[src/rtl/cache_req_arbiter_if.sv]
// cache_req_arbiter_if: operation types plus the requester/controller bus seen by the arbiter.
package ctrl_types_pkg;
    typedef enum logic [2:0] {NOOP = 3'd0, READ, CREATE, UPDATE, DELETE} operation_e;
endpackage

interface cache_req_arbiter_if #(
    parameter int NUM_REQ   = 4,
    parameter int KEY_WIDTH = 16,
    parameter int VAL_WIDTH = 32
);
    logic [NUM_REQ-1:0]                          req_valid;
    ctrl_types_pkg::operation_e [NUM_REQ-1:0]    req_op;
    logic [NUM_REQ-1:0][KEY_WIDTH-1:0]           req_key;
    logic [NUM_REQ-1:0][VAL_WIDTH-1:0]           req_value;
    logic [NUM_REQ-1:0]                          req_ready;
    logic [NUM_REQ-1:0]                          resp_valid;
    logic [NUM_REQ-1:0]                          resp_ready;
    logic [VAL_WIDTH-1:0]                        resp_value;
    logic                                        resp_error;
    ctrl_types_pkg::operation_e                  ctrl_op;
    logic [KEY_WIDTH-1:0]                        ctrl_key;
    logic [VAL_WIDTH-1:0]                        ctrl_value;
    logic                                        ctrl_done;
    logic                                        ctrl_error;
    logic [VAL_WIDTH-1:0]                        ctrl_rdata;

    modport slave (
        input  req_valid, req_op, req_key, req_value, resp_ready, ctrl_done, ctrl_error, ctrl_rdata,
        output req_ready, resp_valid, resp_value, resp_error, ctrl_op, ctrl_key, ctrl_value
    );
    modport master (
        output req_valid, req_op, req_key, req_value, resp_ready, ctrl_done, ctrl_error, ctrl_rdata,
        input  req_ready, resp_valid, resp_value, resp_error, ctrl_op, ctrl_key, ctrl_value
    );
endinterface

[src/rtl/cache_req_arbiter.sv]
// cache_req_arbiter: round-robin sharing of one cache controller among NUM_REQ requesters,
// one outstanding request at a time, with a watchdog on controller completion.
module cache_req_arbiter
    import ctrl_types_pkg::*;
#(
    parameter int NUM_REQ   = 4,
    parameter int KEY_WIDTH = 16,
    parameter int VAL_WIDTH = 32,
    parameter int TIMEOUT   = 255
) (
    input logic             clk,
    input logic             rst,
    cache_req_arbiter_if.slave bus
);
    localparam int PW = $clog2(NUM_REQ);
    localparam int CW = $clog2(TIMEOUT + 1);

    typedef enum logic [1:0] {ARB_IDLE, ARB_ISSUE, ARB_WAIT, ARB_RESP} state_e;

    state_e        state, state_nxt;
    logic [PW-1:0] ptr, gnt, g_q;
    logic          any;
    operation_e    op_q;
    logic [CW-1:0] cnt;
    logic          timeout;

    function automatic logic [PW-1:0] wrap_add(logic [PW-1:0] v, int k);
        int s;
        s = int'(v) + k;
        return PW'(s >= NUM_REQ ? s - NUM_REQ : s);
    endfunction

    // Walk downward so the closest valid index at or after ptr is the last one written.
    always_comb begin
        gnt = ptr;
        any = 1'b0;
        for (int i = NUM_REQ - 1; i >= 0; i--) begin
            if (bus.req_valid[wrap_add(ptr, i)]) begin
                gnt = wrap_add(ptr, i);
                any = 1'b1;
            end
        end
    end

    assign timeout = cnt == CW'(TIMEOUT);

    always_ff @(posedge clk or posedge rst) begin
        if (rst) state <= ARB_IDLE;
        else     state <= state_nxt;
    end

    always_comb begin
        state_nxt = state;
        case (state)
            ARB_IDLE:  if (any) state_nxt = bus.req_op[gnt] == NOOP ? ARB_RESP : ARB_ISSUE;
            ARB_ISSUE: state_nxt = ARB_WAIT;
            ARB_WAIT:  if (bus.ctrl_error || bus.ctrl_done || timeout) state_nxt = ARB_RESP;
            ARB_RESP:  if (bus.resp_ready[g_q]) state_nxt = ARB_IDLE;
            default:   state_nxt = ARB_IDLE;
        endcase
    end

    always_comb begin
        bus.req_ready  = (state == ARB_IDLE && any) ? NUM_REQ'(1) << gnt : '0;
        bus.resp_valid = state == ARB_RESP ? NUM_REQ'(1) << g_q : '0;
        bus.ctrl_op    = state == ARB_ISSUE ? op_q : NOOP;
    end

    always_ff @(posedge clk or posedge rst) begin
        if (rst) begin
            ptr            <= '0;
            g_q            <= '0;
            op_q           <= NOOP;
            cnt            <= '0;
            bus.ctrl_key   <= '0;
            bus.ctrl_value <= '0;
            bus.resp_value <= '0;
            bus.resp_error <= 1'b0;
        end else begin
            if (state == ARB_IDLE && any) begin
                g_q            <= gnt;
                op_q           <= bus.req_op[gnt];
                bus.ctrl_key   <= bus.req_key[gnt];
                bus.ctrl_value <= bus.req_value[gnt];
                if (bus.req_op[gnt] == NOOP) begin
                    bus.resp_error <= 1'b1;
                    bus.resp_value <= '0;
                end
            end
            if (state == ARB_ISSUE) cnt <= '0;
            // Controller events take precedence over the watchdog; error beats done.
            if (state == ARB_WAIT) begin
                if (bus.ctrl_error || (!bus.ctrl_done && timeout)) begin
                    bus.resp_error <= 1'b1;
                    bus.resp_value <= '0;
                end else if (bus.ctrl_done) begin
                    bus.resp_error <= 1'b0;
                    bus.resp_value <= bus.ctrl_rdata;
                end else begin
                    cnt <= cnt + 1'b1;
                end
            end
            if (state == ARB_RESP && bus.resp_ready[g_q]) ptr <= wrap_add(g_q, 1);
        end
    end
endmodule

[src/flat_wrapper.sv]
// flat-port wrapper written by rule: the top's interface ports become plain ports
module cache_req_arbiter_flat import ctrl_types_pkg::*;
#(
    parameter int NUM_REQ   = 4,
    parameter int KEY_WIDTH = 16,
    parameter int VAL_WIDTH = 32,
    parameter int TIMEOUT   = 255
)
  (clk, rst, bus_req_valid, bus_req_op, bus_req_key, bus_req_value, bus_resp_ready, bus_ctrl_done, bus_ctrl_error, bus_ctrl_rdata, bus_req_ready, bus_resp_valid, bus_resp_value, bus_resp_error, bus_ctrl_op, bus_ctrl_key, bus_ctrl_value);
  cache_req_arbiter_if #(.NUM_REQ(NUM_REQ), .KEY_WIDTH(KEY_WIDTH), .VAL_WIDTH(VAL_WIDTH)) bus_i ();
  input logic clk;
  input logic rst;
  input wire logic [$bits(bus_i.req_valid)-1:0] bus_req_valid;
  input wire logic [$bits(bus_i.req_op)-1:0] bus_req_op;
  input wire logic [$bits(bus_i.req_key)-1:0] bus_req_key;
  input wire logic [$bits(bus_i.req_value)-1:0] bus_req_value;
  input wire logic [$bits(bus_i.resp_ready)-1:0] bus_resp_ready;
  input wire logic [$bits(bus_i.ctrl_done)-1:0] bus_ctrl_done;
  input wire logic [$bits(bus_i.ctrl_error)-1:0] bus_ctrl_error;
  input wire logic [$bits(bus_i.ctrl_rdata)-1:0] bus_ctrl_rdata;
  output wire logic [$bits(bus_i.req_ready)-1:0] bus_req_ready;
  output wire logic [$bits(bus_i.resp_valid)-1:0] bus_resp_valid;
  output wire logic [$bits(bus_i.resp_value)-1:0] bus_resp_value;
  output wire logic [$bits(bus_i.resp_error)-1:0] bus_resp_error;
  output wire logic [$bits(bus_i.ctrl_op)-1:0] bus_ctrl_op;
  output wire logic [$bits(bus_i.ctrl_key)-1:0] bus_ctrl_key;
  output wire logic [$bits(bus_i.ctrl_value)-1:0] bus_ctrl_value;
  assign bus_i.req_valid = bus_req_valid;
  assign bus_i.req_op = bus_req_op;
  assign bus_i.req_key = bus_req_key;
  assign bus_i.req_value = bus_req_value;
  assign bus_i.resp_ready = bus_resp_ready;
  assign bus_i.ctrl_done = bus_ctrl_done;
  assign bus_i.ctrl_error = bus_ctrl_error;
  assign bus_i.ctrl_rdata = bus_ctrl_rdata;
  assign bus_req_ready = bus_i.req_ready;
  assign bus_resp_valid = bus_i.resp_valid;
  assign bus_resp_value = bus_i.resp_value;
  assign bus_resp_error = bus_i.resp_error;
  assign bus_ctrl_op = bus_i.ctrl_op;
  assign bus_ctrl_key = bus_i.ctrl_key;
  assign bus_ctrl_value = bus_i.ctrl_value;
  cache_req_arbiter #(.NUM_REQ(NUM_REQ), .KEY_WIDTH(KEY_WIDTH), .VAL_WIDTH(VAL_WIDTH), .TIMEOUT(TIMEOUT)) u_core (.clk(clk), .rst(rst), .bus(bus_i));
endmodule
[config.mk]
export PLATFORM = sky130hd
export DESIGN_NAME = cache_req_arbiter_flat
export DESIGN_NICKNAME = d
export VERILOG_FILES = /design/src/rtl/cache_req_arbiter_if.sv /design/src/rtl/cache_req_arbiter.sv /design/src/flat_wrapper.sv
export SDC_FILE = /design/constraint.sdc
export NUM_CORES = 1
export LEC_CHECK = 0
export ABC_AREA = 0
export CAP_MARGIN = 20
export CORE_ASPECT_RATIO = 0.6
export CORE_MARGIN = 2
export CORE_UTILIZATION = 40
export DETAILED_ROUTE_END_ITERATION = 10
export GPL_TIMING_DRIVEN = 0
export HOLD_SLACK_MARGIN = 0.05
export PLACE_DENSITY = 0.82
export SYNTH_ARGS = -nofsm -noshare
export SYNTH_HDL_FRONTEND = slang
export SYNTH_SLANG_ARGS = --single-unit
[constraint.sdc]
create_clock -name clk -period 5 [get_ports clk]
set_clock_uncertainty 0.2 [all_clocks]
set_input_delay 1.25 -clock clk [delete_from_list [all_inputs] [get_ports clk]]
set_output_delay 1.25 -clock clk [all_outputs]
set_load 0.02 [all_outputs]
==> results.md <==
* Status: finished clean
* Antenna-violating nets left at 0
* Design Power at 5.65 mW
* Iteration-0 DRC Markers at 366
* Drt drc at 0
* DIE AREA at 17000 um^2
* Overall global routing resource usage at 0.269
* Fin crit share at 0.971
* DP Area at 10100 um^2
* # IOs at 340
* Sequential fraction of the synthesis area at 0.385
* Final Hold Vio Count at 0
* Detailed-route wire length per cell at 19.8 um
* Row Count at 35
* Max frequency at 206 MHz
* Yosys reg bits at 98
* Synth Net Count at 879
* Nets at 1226
* Worst Path Required at 3.55 ns
* Final setup viols at 0
* First-pass GRT wire length at 35300 um
* Yosys cell types at 46
* Initial antenna violation count at 2
* Slew headroom at 0.558
* Routability Congestion at 0.867
* Worst hold path type: reg2reg
* Placed Cells at 1164
* CP Class: in2out
* Top_reg_cell synth: dfrtp_1
* Reg2reg end: u_core.bus.ctrl_value[25]
* Cell area power density at 545 nW/um^2
* Peak supply drop at 270 uV
* RR Startpoint: u_core.ptr[1]
* Port Buffers at 339
* CTS Buf Count at 9
* Layout cell share with drive strength beyond 1 at 0.127
* DP HPWL at 18700 um
* Crit path from: bus_req_valid[2]
* Post-Syn Instances at 621
* Root Buffer: clkbuf_16
* Drt pass-1 iters at 4
* Tmin final at 4.86 ns
* Number of global-route vias before repair at 6266
* Drt total wl at 23300 um
* Via density at 5.33
* Die height at 102 um
* Leak at 4.47 nW
* Worst Reg-to-Reg Cells at 9
* Syn_area_per_cell at 10.3 um^2
* Initial Utilization at 0.412
* Area grow syn2layout at 62.5%
* Worst-path clk slew at 0.07 ns
* Core ar. at 15500 um^2
* Crit end category: output port
* Max FO, Critical Path at 17
* # fillers at 1284
* Chip Width at 167 um
* Largest family of logic cells by synthesized area: multiplexers
* H-tree depth at 3
* Worst-Skew Late Latency at 0.34 ns
* Max-slew violation count at 0
* Post-route cell area at 10400 um^2
* Worst slew pin tran at 0.664 ns
* Clk buf depth at 2
* Simple-Gate Fraction of Synth Area at 0.0866
* Warning count from the yosys run at 0
* Area of the mapped netlist at 6370 um^2
* Global route overflow at 0
* CP Data Arrival Time at 3.41 ns
* Startpoint Class: input port
* Adder-cell share of the synthesized area at 0.0196
* Mux cell area share after synthesis at 0.242
* TritonCTS clock tree: done
* Maxcap violations at 0
* Synth Area in XOR/XNOR at 0.00137
* Hold_buf cts at 0
* Setup Fix Bufs, Post-CTS at 0
* Compound-gate portion of the synthesized area at 0.207
* Vias at 6274
* Post-synth EDFFs at 0
* Largest net degree at the start of global routing at 58
* Clock sink count at 98
* Non-Filler Instances at 1178
* RSZ-0062 raised after global routing: false
* R2r setup slk at 2.32 ns
* FFs w/ async S/R, synth at 1.00
* Crit path capture: bus_req_ready[3]
==> worst max-delay path, stage by stage <==
cell,delay [ns]
clkdlybuf4s50_1,0.61
nor3_1,0.08
or3_1,0.33
buf_2,0.17
and3_1,0.16
buf_6,0.18
nor3_1,0.24
dlygate4sd2_1,0.37
==> logic make-up (layout without fill, tap and decap cells) <==
group	count (synthesis)	in the layout
compound gates	181	181
xor+xnor	1	1
fa+ha+maj	10	10
buf+inv	68	420
flops	98	98
mux	147	147
other cells	0	2
simple gates	116	116
==> registers in the layout (all words and copies together) (netlist names) <==
signal                 cells
u_core.bus.ctrl_key       16
u_core.state               2
u_core.op_q                3
u_core.bus.resp_error      1
u_core.ptr                 2
u_core.cnt                 8
u_core.g_q                 2
u_core.bus.ctrl_value     32
u_core.bus.resp_value     32
==> cell usage in the layout (no fill, tap or decap), types with 2 or more instances in the layout <==
master           Yosys  final
a21o_1               2      2
o211ai_2             4      4
clkbuf_16            0      9
clkbuf_1            30     28
o31ai_1              2      2
dlygate4sd2_1        0      2
a22oi_1             32     32
buf_6               11     12
ha_1                10     10
nand3_1              5      5
nand2_1             62     62
o21ai_1             52     52
nand2b_1             7      6
buf_4                3      3
mux2_1               5      5
and2_1               7      7
clkdlybuf4s50_1      0    334
nor3_1               3      3
inv_1               16     15
a31oi_1              2      2
a31oi_2             30     30
clkinvlp_4           0      3
nor2b_1              6      6
mux2i_1             97     97
a21oi_1             33     33
mux2_2              44     44
dlymetal6s2s_1       0      3
buf_2                7      3
dfrtp_1             98     98
inv_6                0      2
and3_1               7      7
nor2_1               7      7
nand4_1              6      6
o21ai_0             14     14
o211ai_4             2      2
diode_2              0      2
==> synthesized netlist by cell type, types with 2 or more instances <==
| master | number | area share |
|---|---|---|
| a21o_1 | 2 | 0.0024 |
| a21oi_1 | 33 | 0.026 |
| a22oi_1 | 32 | 0.038 |
| a31oi_1 | 2 | 0.0020 |
| a31oi_2 | 30 | 0.059 |
| and2_1 | 7 | 0.0069 |
| and3_1 | 7 | 0.0069 |
| buf_2 | 7 | 0.0055 |
| buf_4 | 3 | 0.0035 |
| buf_6 | 11 | 0.019 |
| clkbuf_1 | 30 | 0.018 |
| dfrtp_1 | 98 | 0.38 |
| ha_1 | 10 | 0.020 |
| inv_1 | 16 | 0.0094 |
| mux2_1 | 5 | 0.0088 |
| mux2_2 | 44 | 0.078 |
| mux2i_1 | 97 | 0.15 |
| nand2_1 | 62 | 0.037 |
| nand2b_1 | 7 | 0.0069 |
| nand3_1 | 5 | 0.0039 |
| nand4_1 | 6 | 0.0059 |
| nor2_1 | 7 | 0.0041 |
| nor2b_1 | 6 | 0.0059 |
| nor3_1 | 3 | 0.0024 |
| o211ai_2 | 4 | 0.0079 |
| o211ai_4 | 2 | 0.0067 |
| o21ai_0 | 14 | 0.011 |
| o21ai_1 | 52 | 0.041 |
| o31ai_1 | 2 | 0.0024 |
==> cell type report <==
cell class                      count  area [um^2]  area share
Tap cell                          203          254      0.0245
Antenna cell                        2         5.00    0.000483
Timing Repair Buffer              340         3430       0.331
Clock buffer                        9          225      0.0217
Multi-Input combinational cell    455         3570       0.345
Buffer                             48          300      0.0290
Clock inverter                      7         60.1     0.00580
Inverter                           16         62.6     0.00604
Sequential cell                    98         2450       0.237
==> metrics by stage <==
step                 util  setup slack [ns]  TNS, ns  hold WS [ns]
floorplan               -             0.824        0         0.238
CTS                 0.669            0.0105        0         0.275
global placement    0.648            -0.858   -71.76         0.253
global route        0.670             0.102        0         0.303
finish              0.670             0.143        0         0.271
detailed placement  0.650            -0.901    -2.53         0.259
==> timing repair <==
| action | in CTS | in global routing |
|---|---|---|
| endpoints found under the setup margin | 4 | 4 |
| pin swaps | 0 | 0 |
| resized for setup | 9 | 4 |
| hold endpoints to repair | 0 | 0 |
==> worst min-delay path by stage <==
stage                   startpoint              to  slack, ns  cells after the start
floorplan           u_core.op_q[0]  u_core.op_q[0]       0.24                      2
global placement    u_core.op_q[0]  u_core.op_q[0]       0.25                      2
detailed placement  u_core.op_q[0]  u_core.op_q[0]       0.26                      2
CTS                 u_core.op_q[0]  u_core.op_q[0]       0.28                      2
global route        u_core.op_q[2]  u_core.op_q[2]       0.30                      2
finish              u_core.op_q[0]  u_core.op_q[0]       0.27                      2
==> power breakdown <==
part	internal [mW]	switching [mW]	leakage (nW)
registers	1.15	0.224	1.26
logic	1.64	1.96	3.09
clock network	0.346	0.333	0.131
==> per-layer routing <==
metal / routed length [um] / track usage / up-vias / part of all wire
li1: - / - / 2972 / -
met1: 10200 / 0.351 / 3027 / 0.44
met2: 11000 / 0.451 / 248 / 0.47
met3: 1680 / 0.0739 / 27 / 0.072
met4: 397 / 0.0656 / 0 / 0.017
met5: 0 / 0 / - / 0
No activity file was read; power rests on OpenSTA's default activity.
==> RTL change, RTL diff (same settings) <==
`VAL_WIDTH` is set to 32 in 3 places; all go to 28.
--- a/src/rtl/cache_req_arbiter_if.sv
+++ b/src/rtl/cache_req_arbiter_if.sv
@@ -6,7 +6,7 @@
 interface cache_req_arbiter_if #(
     parameter int NUM_REQ   = 4,
     parameter int KEY_WIDTH = 16,
-    parameter int VAL_WIDTH = 32
+    parameter int VAL_WIDTH = 28
 );
     logic [NUM_REQ-1:0]                          req_valid;
     ctrl_types_pkg::operation_e [NUM_REQ-1:0]    req_op;
--- a/src/rtl/cache_req_arbiter.sv
+++ b/src/rtl/cache_req_arbiter.sv
@@ -5,7 +5,7 @@
 #(
     parameter int NUM_REQ   = 4,
     parameter int KEY_WIDTH = 16,
-    parameter int VAL_WIDTH = 32,
+    parameter int VAL_WIDTH = 28,
     parameter int TIMEOUT   = 255
 ) (
     input logic             clk,
--- a/src/flat_wrapper.sv
+++ b/src/flat_wrapper.sv
@@ -3,7 +3,7 @@
 #(
     parameter int NUM_REQ   = 4,
     parameter int KEY_WIDTH = 16,
-    parameter int VAL_WIDTH = 32,
+    parameter int VAL_WIDTH = 28,
     parameter int TIMEOUT   = 255
 )
   (clk, rst, bus_req_valid, bus_req_op, bus_req_key, bus_req_value, bus_resp_ready, bus_ctrl_done, bus_ctrl_error, bus_ctrl_rdata, bus_req_ready, bus_resp_valid, bus_resp_value, bus_resp_error, bus_ctrl_op, bus_ctrl_key, bus_ctrl_value);
Interface: changed (resized bus_ctrl_rdata, bus_ctrl_value, bus_req_value and bus_resp_value); port bits go from 340 to 312. The function was not compared with the original's and may differ.
==> RTL change against the unedited design <==
- final area is 9.3% lower
- sequential power down 7%
- sequential cell count is 8 lower
- routed wire length shrank 6.0%
- largest power group unchanged
- final cell count shrank 6.6%
- core utilization increased by 0.90 points
- clock power down 3.2%
- area after synthesis shrank 10%
- count of clock-buffer cells in the layout is 2 higher
- register-to-register slack worse by 0.28 ns
- total power down 9.3%
- worst setup slack worse by 0.055 ns
- global-route usage rose by 1.2 points
==> RTL change: results (changes against the unedited design) <==
Parameter                              Value

Outcome
  Result of the run    finished, final reports clean (unchanged)

Worst setup path
  Logic depth of the worst register-to-register path    8 (was 9)
  Largest fanout on the critical path    18 (was 17)
  Minimum setup slack among reg-to-reg paths    2.04 ns (was 2.32 ns)
  R2r startpoint    u_core.cnt[0] (was u_core.ptr[1])
  Critical Path Sink    bus_req_ready[0] (was bus_req_ready[3])
  Endpoint arrival time on the critical path    3.46 ns (was 3.41 ns)

Routing
  Final routed wire length divided by cell count    19.9 um (was 19.8 um)
  Vias    5964 (was 6274)
  DRT met1 WL    8880 um (was 10200 um)

Power
  Share of power burned in combinational logic    62.4% (was 63.7%)
  Seq group    0.00127 W (was 0.00137 W)
  Net Sw Power    0.00223 W (was 0.00251 W)
  Peak ir drop on the vdd network    0.282 mV (was 0.270 mV)

Global route
  Antenna violations before repair    1 (was 2)
  First-pass GRT wire length    32900 um (was 35300 um)
  Pin count of the biggest net entering global routing    48 (was 58)

Finish
  Core Util, Final    67.9% (was 67.0%)
  Sequential cell count of the final layout    90 (was 98)
  Multi-input gates    435 (was 455)
  Number of antenna cells inserted    0 (was 2)

Timing
  Worst hold slack after final layout    0.274 ns (was 0.271 ns)

Synthesis
  Portion of the post-synthesis area used by sequential elements    39.3% (was 38.5%)
  Largest cells by area after synthesis    sky130_fd_sc_hd__dfrtp_1, sky130_fd_sc_hd__mux2i_1, sky130_fd_sc_hd__mux2_2 (unchanged)
  Share of synthesized area spent on multiplexers    24.8% (was 24.2%)
  Gate count of the mapped netlist    585 (was 621)
  Leading post-synthesis cells by instance count    sky130_fd_sc_hd__dfrtp_1, sky130_fd_sc_hd__mux2i_1, sky130_fd_sc_hd__nand2_1 (unchanged)

Placed design
  Pre-CTS setup slack    -0.875 ns (was -0.901 ns)
  Count of input and output buffers    311 (was 339)

Hold path
  Hold-critical path endpoint    u_core.op_q[1] (was u_core.op_q[0])
RTL change: changes by cell type after synthesis, moves of 4 or more:
cell and change:
sky130_fd_sc_hd__nor2_1 +6, sky130_fd_sc_hd__o21ai_1 -5, sky130_fd_sc_hd__a31oi_2 -30, sky130_fd_sc_hd__clkbuf_1 -7
sky130_fd_sc_hd__a31oi_1 +27, sky130_fd_sc_hd__dfrtp_1 -8, sky130_fd_sc_hd__mux2i_1 -8, sky130_fd_sc_hd__o211ai_1 +4
sky130_fd_sc_hd__mux2_1 -5, sky130_fd_sc_hd__buf_12 +6, sky130_fd_sc_hd__buf_6 -10
RTL change: layer usage:
metal / vias to the layer above / track usage [%]
li1: 2783 / -
met1: 2879 / 35.6
met2: 276 / 47.3
met3: 24 / 9.63
met4: 2 / 4.92
met5: - / 0
RTL change: what timing repair did:
action / CTS / global route
pin swaps: 0 / 0
endpoints found under the setup margin: 4 / 4
resized for setup: 6 / 5
